==> src/rtl/conva1_accumulate.sv <==
// conva1_accumulate: post-convolution stage for layer A1.
// Each accepted beat carries one partial sum per convolution unit for a single
// output pixel. The partials are summed, the filter's bias is added, the
// result is saturated and passed through ReLU, and then written out together
// with its pixel address and output-map select. A small FSM tracks the layer
// pass and signals completion.
//
// Handshake: there is no backpressure. A beat is consumed on any rising edge
// where the FSM is in RUN and in_valid is 1. Every consumed beat produces
// exactly one ofm_write_enable cycle two edges later. in_valid is ignored in
// all other states.
module conva1_accumulate #(
    parameter int DATA_WIDTH                  = 32,
    parameter int IFM_SIZE                    = 32,
    parameter int KERNAL_SIZE                 = 5,
    parameter int NUMBER_OF_FILTERS           = 6,
    parameter int NUMBER_OF_UNITS             = 3,
    parameter int IFM_SIZE_NEXT               = IFM_SIZE - KERNAL_SIZE + 1,
    parameter int ADDRESS_SIZE_NEXT_IFM       = $clog2(IFM_SIZE_NEXT * IFM_SIZE_NEXT),
    parameter int NUMBER_OF_BITS_SEL_IFM_NEXT = $clog2(NUMBER_OF_FILTERS)
) (
    input  logic                                   clk,
    input  logic                                   reset,
    input  logic                                   start,
    input  logic                                   in_valid,
    input  logic [NUMBER_OF_UNITS*DATA_WIDTH-1:0]  unit_data_in,
    input  logic [DATA_WIDTH-1:0]                  riscv_data,
    input  logic                                   bias_write,
    input  logic [NUMBER_OF_BITS_SEL_IFM_NEXT-1:0] bias_sel,
    output logic [DATA_WIDTH-1:0]                  ofm_data_out,
    output logic [ADDRESS_SIZE_NEXT_IFM-1:0]       ofm_address,
    output logic [NUMBER_OF_BITS_SEL_IFM_NEXT-1:0] ofm_sel,
    output logic                                   ofm_write_enable,
    output logic                                   busy,
    output logic                                   done
);

    // Widened accumulation width: room for the unit sum plus the bias.
    localparam int ACC_W = DATA_WIDTH + $clog2(NUMBER_OF_UNITS) + 1;
    localparam int AW    = ADDRESS_SIZE_NEXT_IFM;
    localparam int SW    = NUMBER_OF_BITS_SEL_IFM_NEXT;
    localparam int EXT_W = ACC_W - DATA_WIDTH;

    localparam logic [AW-1:0] PIX_LAST  = AW'(IFM_SIZE_NEXT * IFM_SIZE_NEXT - 1);
    localparam logic [SW-1:0] FILT_LAST = SW'(NUMBER_OF_FILTERS - 1);
    localparam logic [SW:0]   NUM_FILT  = (SW + 1)'(NUMBER_OF_FILTERS);

    // Largest positive value representable in DATA_WIDTH, at both widths.
    localparam logic signed [ACC_W-1:0] SAT_MAX_ACC =
        {{(EXT_W + 1){1'b0}}, {(DATA_WIDTH - 1){1'b1}}};
    localparam logic [DATA_WIDTH-1:0] SAT_MAX_OUT =
        {1'b0, {(DATA_WIDTH - 1){1'b1}}};

    typedef enum logic [1:0] {
        S_IDLE  = 2'd0,
        S_RUN   = 2'd1,
        S_FLUSH = 2'd2,
        S_DONE  = 2'd3
    } state_t;

    // FSM and position tracking
    state_t        state_q;
    logic [AW-1:0] pix_q;
    logic [SW-1:0] filt_q;
    logic          flush_cnt_q;
    logic          busy_q;
    logic          done_q;

    // Bias storage
    logic [DATA_WIDTH-1:0] bias_q [NUMBER_OF_FILTERS];
    logic                  bias_sel_ok;

    // Stage 1: summed partials with the beat's bias and position
    logic                         accept;
    logic signed [ACC_W-1:0]      sum_d;
    logic                         valid1_q;
    logic signed [ACC_W-1:0]      sum1_q;
    logic [DATA_WIDTH-1:0]        bias1_q;
    logic [AW-1:0]                pix1_q;
    logic [SW-1:0]                filt1_q;

    // Stage 2: biased, saturated, activated result
    logic signed [ACC_W-1:0]      acc_d;
    logic [DATA_WIDTH-1:0]        result_d;
    logic                         we_q;
    logic [DATA_WIDTH-1:0]        data_q;
    logic [AW-1:0]                addr_q;
    logic [SW-1:0]                sel_q;

    assign accept      = (state_q == S_RUN) && in_valid;
    assign bias_sel_ok = ({1'b0, bias_sel} < NUM_FILT);

    // Layer-pass FSM with pixel/filter counters and registered busy/done.
    always_ff @(posedge clk or negedge reset) begin
        if (!reset) begin
            state_q     <= S_IDLE;
            pix_q       <= '0;
            filt_q      <= '0;
            flush_cnt_q <= 1'b0;
            busy_q      <= 1'b0;
            done_q      <= 1'b0;
        end else begin
            case (state_q)
                S_IDLE: begin
                    if (start) begin
                        state_q <= S_RUN;
                        busy_q  <= 1'b1;
                        pix_q   <= '0;
                        filt_q  <= '0;
                    end
                end
                S_RUN: begin
                    if (in_valid) begin
                        if (pix_q == PIX_LAST) begin
                            pix_q <= '0;
                            if (filt_q == FILT_LAST) begin
                                // Final beat of the layer: let the two
                                // pipeline stages drain before reporting done.
                                filt_q      <= '0;
                                flush_cnt_q <= 1'b0;
                                state_q     <= S_FLUSH;
                            end else begin
                                filt_q <= filt_q + 1'b1;
                            end
                        end else begin
                            pix_q <= pix_q + 1'b1;
                        end
                    end
                end
                S_FLUSH: begin
                    if (flush_cnt_q) begin
                        state_q <= S_DONE;
                        done_q  <= 1'b1;
                    end else begin
                        flush_cnt_q <= 1'b1;
                    end
                end
                S_DONE: begin
                    state_q <= S_IDLE;
                    done_q  <= 1'b0;
                    busy_q  <= 1'b0;
                end
                default: begin
                    state_q <= S_IDLE;
                end
            endcase
        end
    end

    // Bias register file, writable at any time; out-of-range indices dropped.
    always_ff @(posedge clk or negedge reset) begin
        if (!reset) begin
            for (int i = 0; i < NUMBER_OF_FILTERS; i++) begin
                bias_q[i] <= '0;
            end
        end else if (bias_write && bias_sel_ok) begin
            bias_q[bias_sel] <= riscv_data;
        end
    end

    // Adder tree: sign-extend every unit partial and sum at the wide width.
    always_comb begin
        sum_d = '0;
        for (int k = 0; k < NUMBER_OF_UNITS; k++) begin
            sum_d = sum_d + {{EXT_W{unit_data_in[k*DATA_WIDTH + DATA_WIDTH - 1]}},
                             unit_data_in[k*DATA_WIDTH +: DATA_WIDTH]};
        end
    end

    // Stage 1 register. The bias is captured together with the beat, so a
    // bias_write landing in the same cycle only affects later beats.
    always_ff @(posedge clk or negedge reset) begin
        if (!reset) begin
            valid1_q <= 1'b0;
            sum1_q   <= '0;
            bias1_q  <= '0;
            pix1_q   <= '0;
            filt1_q  <= '0;
        end else begin
            valid1_q <= accept;
            if (accept) begin
                sum1_q  <= sum_d;
                bias1_q <= bias_q[filt_q];
                pix1_q  <= pix_q;
                filt1_q <= filt_q;
            end
        end
    end

    // Bias add, saturation to the positive DATA_WIDTH limit, then ReLU.
    always_comb begin
        acc_d = sum1_q + {{EXT_W{bias1_q[DATA_WIDTH-1]}}, bias1_q};
        if (acc_d[ACC_W-1]) begin
            result_d = '0;
        end else if (acc_d > SAT_MAX_ACC) begin
            result_d = SAT_MAX_OUT;
        end else begin
            result_d = acc_d[DATA_WIDTH-1:0];
        end
    end

    // Stage 2 register: result, address and select leave together.
    always_ff @(posedge clk or negedge reset) begin
        if (!reset) begin
            we_q   <= 1'b0;
            data_q <= '0;
            addr_q <= '0;
            sel_q  <= '0;
        end else begin
            we_q <= valid1_q;
            if (valid1_q) begin
                data_q <= result_d;
                addr_q <= pix1_q;
                sel_q  <= filt1_q;
            end
        end
    end

    assign ofm_data_out     = data_q;
    assign ofm_address      = addr_q;
    assign ofm_sel          = sel_q;
    assign ofm_write_enable = we_q;
    assign busy             = busy_q;
    assign done             = done_q;

endmodule

==> config.mk <==
export PLATFORM = sky130hd
export DESIGN_NAME = conva1_accumulate
export DESIGN_NICKNAME = d
export VERILOG_FILES = /design/src/rtl/conva1_accumulate.sv
export SDC_FILE = /design/constraint.sdc
export NUM_CORES = 1
export LEC_CHECK = 0
export ABC_AREA = 1
export CAP_MARGIN = 5
export CORE_ASPECT_RATIO = 0.8
export CORE_MARGIN = 3
export CORE_UTILIZATION = 28
export CTS_CLUSTER_DIAMETER = 30
export DETAILED_ROUTE_END_ITERATION = 7
export HOLD_SLACK_MARGIN = 0.15
export PLACE_DENSITY_LB_ADDON = 0.12
export SLEW_MARGIN = 10
export SYNTH_ARGS = -nofsm -noshare
export SYNTH_HDL_FRONTEND = slang
export SYNTH_SLANG_ARGS = --single-unit
==> constraint.sdc <==
create_clock -name clk -period 4.92 [get_ports clk]
set_input_delay 0.984 -clock clk [delete_from_list [all_inputs] [get_ports clk]]
set_output_delay 0.984 -clock clk [all_outputs]
set_load 0.05 [all_outputs]
# ---- Word level (Yosys, flattened, before mapping)
# Cells that the tools add are included.
dict set report word_totals {
  register_bits 337
  out_inout_bits 48
}
dict set report op_classes {
  n_reduce_logical 14
  n_mux 31
  n_addsub 5
  bitwise_logic 2
  eq_ne 10
  order_cmp 5
}
# op n
set ops {}
lappend ops {{bitwise mux 192 bit} 1}
lappend ops {{two-way mux 32 bit} 5}
lappend ops {{binary-select mux 32 bit (select 3 bit)} 1}
lappend ops {{demux 32 bit (select 3 bit)} 1}
lappend ops {{adder 35 bit} 1}
lappend ops {{greater-than comparator 35 x 32 -> 1 bit (second input constant)} 1}
lappend ops {{adder 33 x 32 -> 34 bit} 1}
lappend ops {{adder 32 x 32 -> 33 bit} 1}
lappend ops {{two-way mux 10 bit} 3}
lappend ops {{case mux 10 bit (2 select lines)} 1}
lappend ops {{two-way mux 3 bit} 4}
lappend ops {{adder 10 x 1 -> 10 bit (second input constant)} 1}
lappend ops {{== test 10 bit (second input constant)} 1}
lappend ops {{two-way mux 2 bit} 5}
lappend ops {{greater-or-equal comparator 4 bit (second input constant)} 2}
lappend ops {{inverter 3 -> 4 bit} 2}
lappend ops {{case mux 2 bit (4 select lines)} 1}
lappend ops {{AND reduction 4 bit} 2}
lappend ops {{nonzero test 2 bit} 4}
lappend ops {{inequality test 2 bit (second input constant)} 3}
lappend ops {{case mux 1 bit (2 select lines)} 3}
lappend ops {{case mux 3 bit (2 select lines)} 1}
lappend ops {{two-way mux 1 bit} 5}
lappend ops {{AND reduction 5 bit} 1}
lappend ops {{other kinds (11)} 16}

# ---- Logic depth before layout (Yosys ltp)
# Gate-level depths: netlist of the first run.
dict set report depth {
  depth_word 6
  ltp_mapped 19
  ltp_nobuf 19
}

# ---- Worst setup path before layout of the first run
# OpenSTA, ideal clock, no wires.
dict set report synth_timing {
  path_type {input port to flip-flop}
  start {input port unit_data_in[1]}
  end {register sum1_q[23]}
  t_arrival_ns 3.177
  stages 12
  setup_ns 0.118
  slack_ns 1.625
  n_path_buf 0
  t_required_ns 4.802
  path_cell_list {fa_1 -> ha_1 -> inv_1 -> fa_1 -> o21ai_1 -> a21oi_1 -> o21ai_0 -> a21oi_1 -> o21ai_0 -> nand2_1 -> nand3_1 -> nand2_1}
}
dict set report synth_via {
  elab_chain_cells 2
}
# item line
set synth_rtl {}
lappend synth_rtl {{start: declaration} 26} ;# input logic [NUMBER_OF_UNITS*DATA_WIDTH-1:0] unit_data_in,
lappend synth_rtl {{adder 32 x 32 -> 33 bit} 165} ;# sum_d = sum_d + {{EXT_W{unit_data_in[k*DATA_WIDTH + DATA_WIDTH - 1]}},
lappend synth_rtl {{adder 33 x 32 -> 34 bit} 165}
lappend synth_rtl {{end signal: assignment} 182} ;# sum1_q <= sum_d;
lappend synth_rtl {{end: declaration} 77} ;# logic signed [ACC_W-1:0] sum1_q;
# Every way passes these cells.
# A chain may end at the register's enable or synchronous reset.

# ---- Worst setup path after layout of the first run
# Same ends and word-level chain as after synthesis.

==> key figures, run 1 <==
Run status
  • Outcome: complete, no violations

Critical path
  • Crit path DAT: 4240 ps
  • Crit. End Element: flip-flop
  • Crit. Startpoint: unit_data_in[1]
  • CP max-delay cell: fa_1
  • Worst setup SP type: input port
  • R2R Path Start: bias1_q[0]$_DFFE_PN0P_
  • R2R depth: 17
  • Largest fanout on the critical path: 4
  • Worst setup path category: in2reg
  • Critical path required time: 5430 ps
  • Crit-path cells: clkdlybuf4s50_1, fa_1, ha_1, inv_1, fa_1, o21ai_1, a21oi_1, o21ai_0, a21oi_1, o21ai_0, nand2_1, nand3_1, nand2_1
  • Max incr delay on CP: 570 ps

Global route
  • Largest net degree at the start of global routing: 103
  • GRT overflow: 0
  • Total GRT Usage: 18.4%
  • First-pass GRT wire length: 100,000 um
  • Initial antenna violation count: 0
  • Vias in the first global route: 16.7k

Logic synthesis
  • Syn_area_per_cell: 7.92 sq um
  • Synthesized instance count: 2,365
  • Top_reg_cell synth: dfrtp_1
  • Synth warnings: 0
  • Post-Syn Nets: 2,606
  • Cell variety after synth: 49
  • Async SR Flop Fraction: 100%
  • Seq/Total Area, Yosys: 44.9%
  • Post-synth EDFFs: 0
  • #FFs+latches synth: 336
  • Mapped cell area: 18,700 sq um

STA
  • RSZ-0062 raised after global routing: no
  • Slew margin rel.: 31.6%
  • Period utilization: 75.9%
  • Fin crit period: 3730 ps
  • Worst Skew: 53.4 ps
  • Fin. Hold Viols: 0
  • Worst-margin pin slew: 1020 ps
  • Setup_tns: 0 ps
  • Fmax achieved: 268 MHz
  • Final Setup Violations: 0
  • Final Max Tran Viols: 0
  • Hold slack: 384 ps

Clock tree
  • Cts bufs inserted: 89
  • Htree depth: 3
  • Worst skew pair latency: 630 ps
  • Clk sinks: 336
  • TritonCTS clock tree: built
  • CTS Hold Bufs: 0
  • Clock Tree Buf Depth: 3
  • Root Buffer: clkbuf_16
  • Post-CTS sizing: 0
  • Total setup buffers inserted after CTS: 0
  • Clock transition at path regs: 40 ps

Detailed routing
  • Initial drt markers: 1,021
  • Via Count: 16.8k
  • DRT Pass-1 Iters: 5
  • WL/cell: 18.4 um
  • Drt total wl: 64,400 um
  • Routed Antenna Nets: 0
  • Vias per Instance: 4.82
  • Post-route DRC: 0

Die
  • Cell Rows: 84
  • Die width: 295 um
  • Total I/O pin count: 184
  • Core Area: 66,000 sq um
  • Die Footprint: 70,000 sq um
  • Initial Util: 28.4%
  • Chip height: 237 um

Final layout
  • Finished Core Util: 37.0%
  • Share of layout cells above drive strength 1: 8.26%
  • Area grow syn2layout: 30.5%
  • Commonest non-fill, non-tap cell in the layout: nand2_1
  • Commonest non-fill, non-tap cells in the layout: 680 x nand2_1, 335 x dfrtp_1, 321 x o21ai_0
  • Post-route cell area: 24,400 sq um
  • Post-layout net count: 2,797

Power
  • Worst VDD drop: 285 uV
  • Tot Pwr: 17.0 mW
  • P per Cell Area: 695 nW/um^2
  • Leak: 11.2 nW

Run
  • Max Cap Violations: 0

Placed design
  • HPWL after DPL: 44,400 um
  • GP Congestion: 0.891
  • Placed cell area: 21,400 sq um
  • Port buffer count: 183

Min path
  • Worst min path class: in2async
## worst paths after layout
path	endpoint	slack [ps]
setup / recovery	sum1_q[23]$_DFFE_PN0P_	1190
setup reg to reg	ofm_data_out[27]$_DFFE_PN0P_	1510
min in group clk	ofm_address[3]$_DFFE_PN0P_	460
hold / removal	ofm_data_out[18]$_DFFE_PN0P_	380
hold reg to reg	ofm_address[3]$_DFFE_PN0P_	460
max in group asynchronous	sum1_q[5]$_DFFE_PN0P_	3420
## critical path: cells and delay by family
family / cells / cell delay [ps]
AOI/OAI and AO/OA: 5 / 1160
and+or+nand+nor: 3 / 190
adders and majority gates: 3 / 1360
buffers and inverters: 2 / 530
## layout make-up
cell class / count / area [sq um]
Antenna cell: 1 / 2.50
Multi-Input combinational cell: 1769 / 9300
Fill cell: 6844 / 41600
Sequential cell: 336 / 8410
Inverter: 159 / 598
Clock buffer: 124 / 2520
Timing Repair Buffer: 201 / 2010
Tap cell: 860 / 1080
Clock inverter: 39 / 534
## state kept, by name, indices dropped and copies added (netlist names)
| register | count |
|---|---|
| bias_q | 192 |
| sum1_q | 34 |
| bias1_q | 32 |
| ofm_data_out | 32 |
| ofm_address | 10 |
| pix1_q | 10 |
| pix_q | 10 |
| filt1_q | 3 |
| filt_q | 3 |
| ofm_sel | 3 |
| state_q | 2 |
| busy | 1 |
| done | 1 |
| flush_cnt_q | 1 |
| ofm_write_enable | 1 |
| valid1_q | 1 |
## metal layers
| metal | global-route usage, % | share of wire (%) |
|---|---|---|
| met1 | 27.5 | 51 |
| met2 | 27.1 | 42 |
| met3 | 3.53 | 4.7 |
| met4 | 4.87 | 2.0 |
| met5 | 0 | 0 |
## kinds of logic after synthesis
family                     count (synthesis)  share of synthesized area [%]
xor gates and xnor gates                  36                           1.68
buffers and inverters                    260                           5.59
and+or+nand+nor                         1108                           24.2
DFF                                      336                           44.9
AOI/OAI and AO/OA                        520                           15.3
adders and majority gates                105                           8.38
## Yosys cell counts, types with 9 or more instances
master	n	area share (%)
a21oi_1	83	2.2
a31oi_1	42	1.4
buf_6	9	0.54
clkbuf_1	86	1.7
dfrtp_1	336	45
fa_1	34	3.6
ha_1	71	4.7
inv_1	153	3.1
nand2_1	687	14
nand2_2	10	0.33
nand3_1	110	2.9
nand3b_1	10	0.40
nand4_1	15	0.50
nor2_1	226	4.5
nor3_1	16	0.43
o211ai_1	33	1.3
o21ai_0	321	8.6
o21bai_1	11	0.44
xnor2_1	25	1.2
xor2_1	11	0.51
## power breakdown
group	internal [mW]	switching (mW)
clock	3.97	1.79
sequential	3.55	0.685
combinational	2.29	4.69
total	9.82	7.16
## stage by stage
stage | cells | setup WS [ps]
2_1_floorplan | 2365 | 1630
3_3_place_gp | 3325 | 641
3_5_place_dp | 3325 | 591
4_1_cts | 3488 | 1220
5_1_grt | 3488 | 968
6_report | 3489 | 1190
Note: power is estimated with default switching activity, not from simulation.
==> run 2: changes to the inputs <==
==> constraint.sdc (replaced) <==
create_clock -name clk -period 3.1 [get_ports clk]
set_input_delay 0.62 -clock clk [delete_from_list [all_inputs] [get_ports clk]]
set_output_delay 0.62 -clock clk [all_outputs]
set_load 0.05 [all_outputs]
==> key figures, run 2 (same netlist as run 1, synthesis figures left out) <==
STA
  • RSZ-0062 raised after global routing: yes
  • Fin crit period: 2960 ps
  • Worst-margin pin slew: 844 ps
  • Hold slack: 473 ps
  • Period utilization: 95.4%
  • Fmax achieved: 338 MHz
  • Final Max Tran Viols: 0
  • Slew margin rel.: 43.6%
  • Fin. Hold Viols: 0
  • Worst Skew: 15.2 ps
  • Setup ws final: 141 ps
  • Setup_tns: 0 ps
  • Final Setup Violations: 0

Global route
  • GRT overflow: 0
  • Vias in the first global route: 17.4k
  • Initial antenna violation count: 0
  • First-pass GRT wire length: 102,000 um
  • Largest net degree at the start of global routing: 70
  • Total GRT Usage: 18.8%

Detailed routing
  • Vias per Instance: 4.77
  • Via Count: 17.2k
  • Post-route DRC: 0
  • Drt total wl: 65,000 um
  • DRT Pass-1 Iters: 5
  • Wire length on met2: 27,900 um
  • Routed Antenna Nets: 0
  • Met3 WL post-DR: 2890 um
  • WL/cell: 18.1 um
  • Top layer in use: met4
  • Initial drt markers: 1,139
  • Metal-1 WL: 32,900 um

Final layout
  • Top flop regs: bias_q: 192 flops, sum1_q: 34 flops
  • Commonest non-fill, non-tap cell in the layout: nand2_1
  • Post-layout net count: 2,916
  • Post-Layout Cell Count: 3,599
  • Area grow syn2layout: 36.1%
  • Share of layout cells above drive strength 1: 12.1%
  • Commonest non-fill, non-tap cells in the layout: 679 x nand2_1, 335 x dfrtp_1, 320 x o21ai_0
  • Max reg flops: 192
  • Finished Core Util: 38.6%
  • Layout filler cell count: 6,764
  • Post-route cell area: 25,500 sq um
  • Most flops, register: bias_q
  • N_diodes: 0

Placed design
  • Placed cell area: 22,500 sq um
  • Port buffer count: 183
  • GP Congestion: 0.858
  • DP Cell Count: 3,446
  • HPWL after DPL: 46,800 um
  • Pre-CTS WS: -616 ps

Clock tree
  • Htree depth: 3
  • Worst skew pair latency: 600 ps
  • TritonCTS clock tree: built
  • Cts bufs inserted: 82
  • Clk sinks: 336
  • Clock transition at path regs: 40 ps
  • Root Buffer: clkbuf_16
  • Clock Tree Buf Depth: 3

Critical path
  • Max incr delay on CP: 570 ps
  • CP max-delay cell: fa_1
  • Crit path DAT: 3430 ps
  • Worst setup SP type: input port
  • Critical path required time: 3570 ps
  • Largest fanout on the critical path: 5
  • CP dominant cell by count: nand2_1
  • Worst setup path category: in2reg
  • Crit-path cells: clkdlybuf4s50_1, fa_1, ha_1, buf_6, inv_1, fa_2, o21ai_2, a21oi_2, o21ai_2, buf_4, nand2_1, nand2_1, nand2_1, nand3_1, nand2_1, nand3_1, nand2_1
  • Crit. End Element: flip-flop

Power
  • Tot Pwr: 27.8 mW
  • Worst VDD drop: 520 uV
  • Pint: 16.4 mW
  • P per Cell Area: 1090 nW/um^2
  • Share of total power in the clock network: 33.0%
  • Sequential share of power: 24.3%
  • Switching power: 11.4 mW
  • Switching Fraction: 40.9%
  • Combinational power share: 42.6%
  • Leak: 11.9 nW

Die
  • Cell Rows: 84
  • Initial Util: 28.4%
  • Die width: 295 um
  • Total I/O pin count: 184
  • Die Footprint: 70,000 sq um
  • Chip height: 237 um
  • Core Area: 66,000 sq um

Min path
  • Worst min path class: reg2reg

Run
  • Max Cap Violations: 0

Run status
  • Outcome: complete, no violations
==> run 2: layout make-up <==
class | count | area [sq um] | share of cell area [%]
Tap cell | 860 | 1080 | 4.22
Sequential cell | 336 | 8410 | 33.0
Multi-Input combinational cell | 1769 | 9310 | 36.5
Clock buffer | 107 | 2240 | 8.77
Timing Repair Buffer | 327 | 3120 | 12.3
Inverter | 159 | 597 | 2.34
Clock inverter | 41 | 744 | 2.92
==> run 2: worst max-delay path: cells and delay by family <==
| family | cells | cell delay (ps) |
|---|---|---|
| buffers and inverters | 4 | 760 |
| AOI/OAI and AO/OA | 3 | 490 |
| and+or+nand+nor | 7 | 460 |
| adders and majority gates | 3 | 1110 |
==> run 2: path summary, 6_finish.rpt <==
check,startpoint,slack (ps),endpoint,cells past startpoint
worst max-delay path,unit_data_in[1],140,sum1_q[27]$_DFFE_PN0P_,17
worst min-delay path,ofm_address[3]$_DFFE_PN0P_,470,ofm_address[3]$_DFFE_PN0P_,2
worst max register to register,bias1_q[0]$_DFFE_PN0P_,290,ofm_data_out[16]$_DFFE_PN0P_,18
worst min register to register,ofm_address[3]$_DFFE_PN0P_,470,ofm_address[3]$_DFFE_PN0P_,2
max in group asynchronous,reset,1540,bias1_q[25]$_DFFE_PN0P_,3
min in group asynchronous,reset,590,ofm_data_out[31]$_DFFE_PN0P_,2
==> run 2: timing repair <==
action	4_1_cts	5_1_grt
endpoints found under the hold margin	62	0
setup buffers	2	2
pin swaps	1	2
setup endpoints to repair	1	11
hold buffers	1	0
resized for setup	1	5
==> run 2: layer usage <==
| layer | vias to the layer above | global-route usage, % |
|---|---|---|
| li1 | 8477 | - |
| met5 | - | 0 |
| met1 | 8233 | 27.9 |
| met3 | 78 | 3.36 |
| met2 | 377 | 28.1 |
| met4 | 0 | 4.75 |
==> run 2: power groups by stage <==
stage	clock network (mW)	logic [mW]	registers (mW)
after floorplan	0	7.10	7.03
after global placement	0	11.8	6.81
after detailed placement	0	11.8	6.84
after CTS	9.35	11.9	6.79
after global routing	9.59	13.2	6.90
final	9.17	11.8	6.75
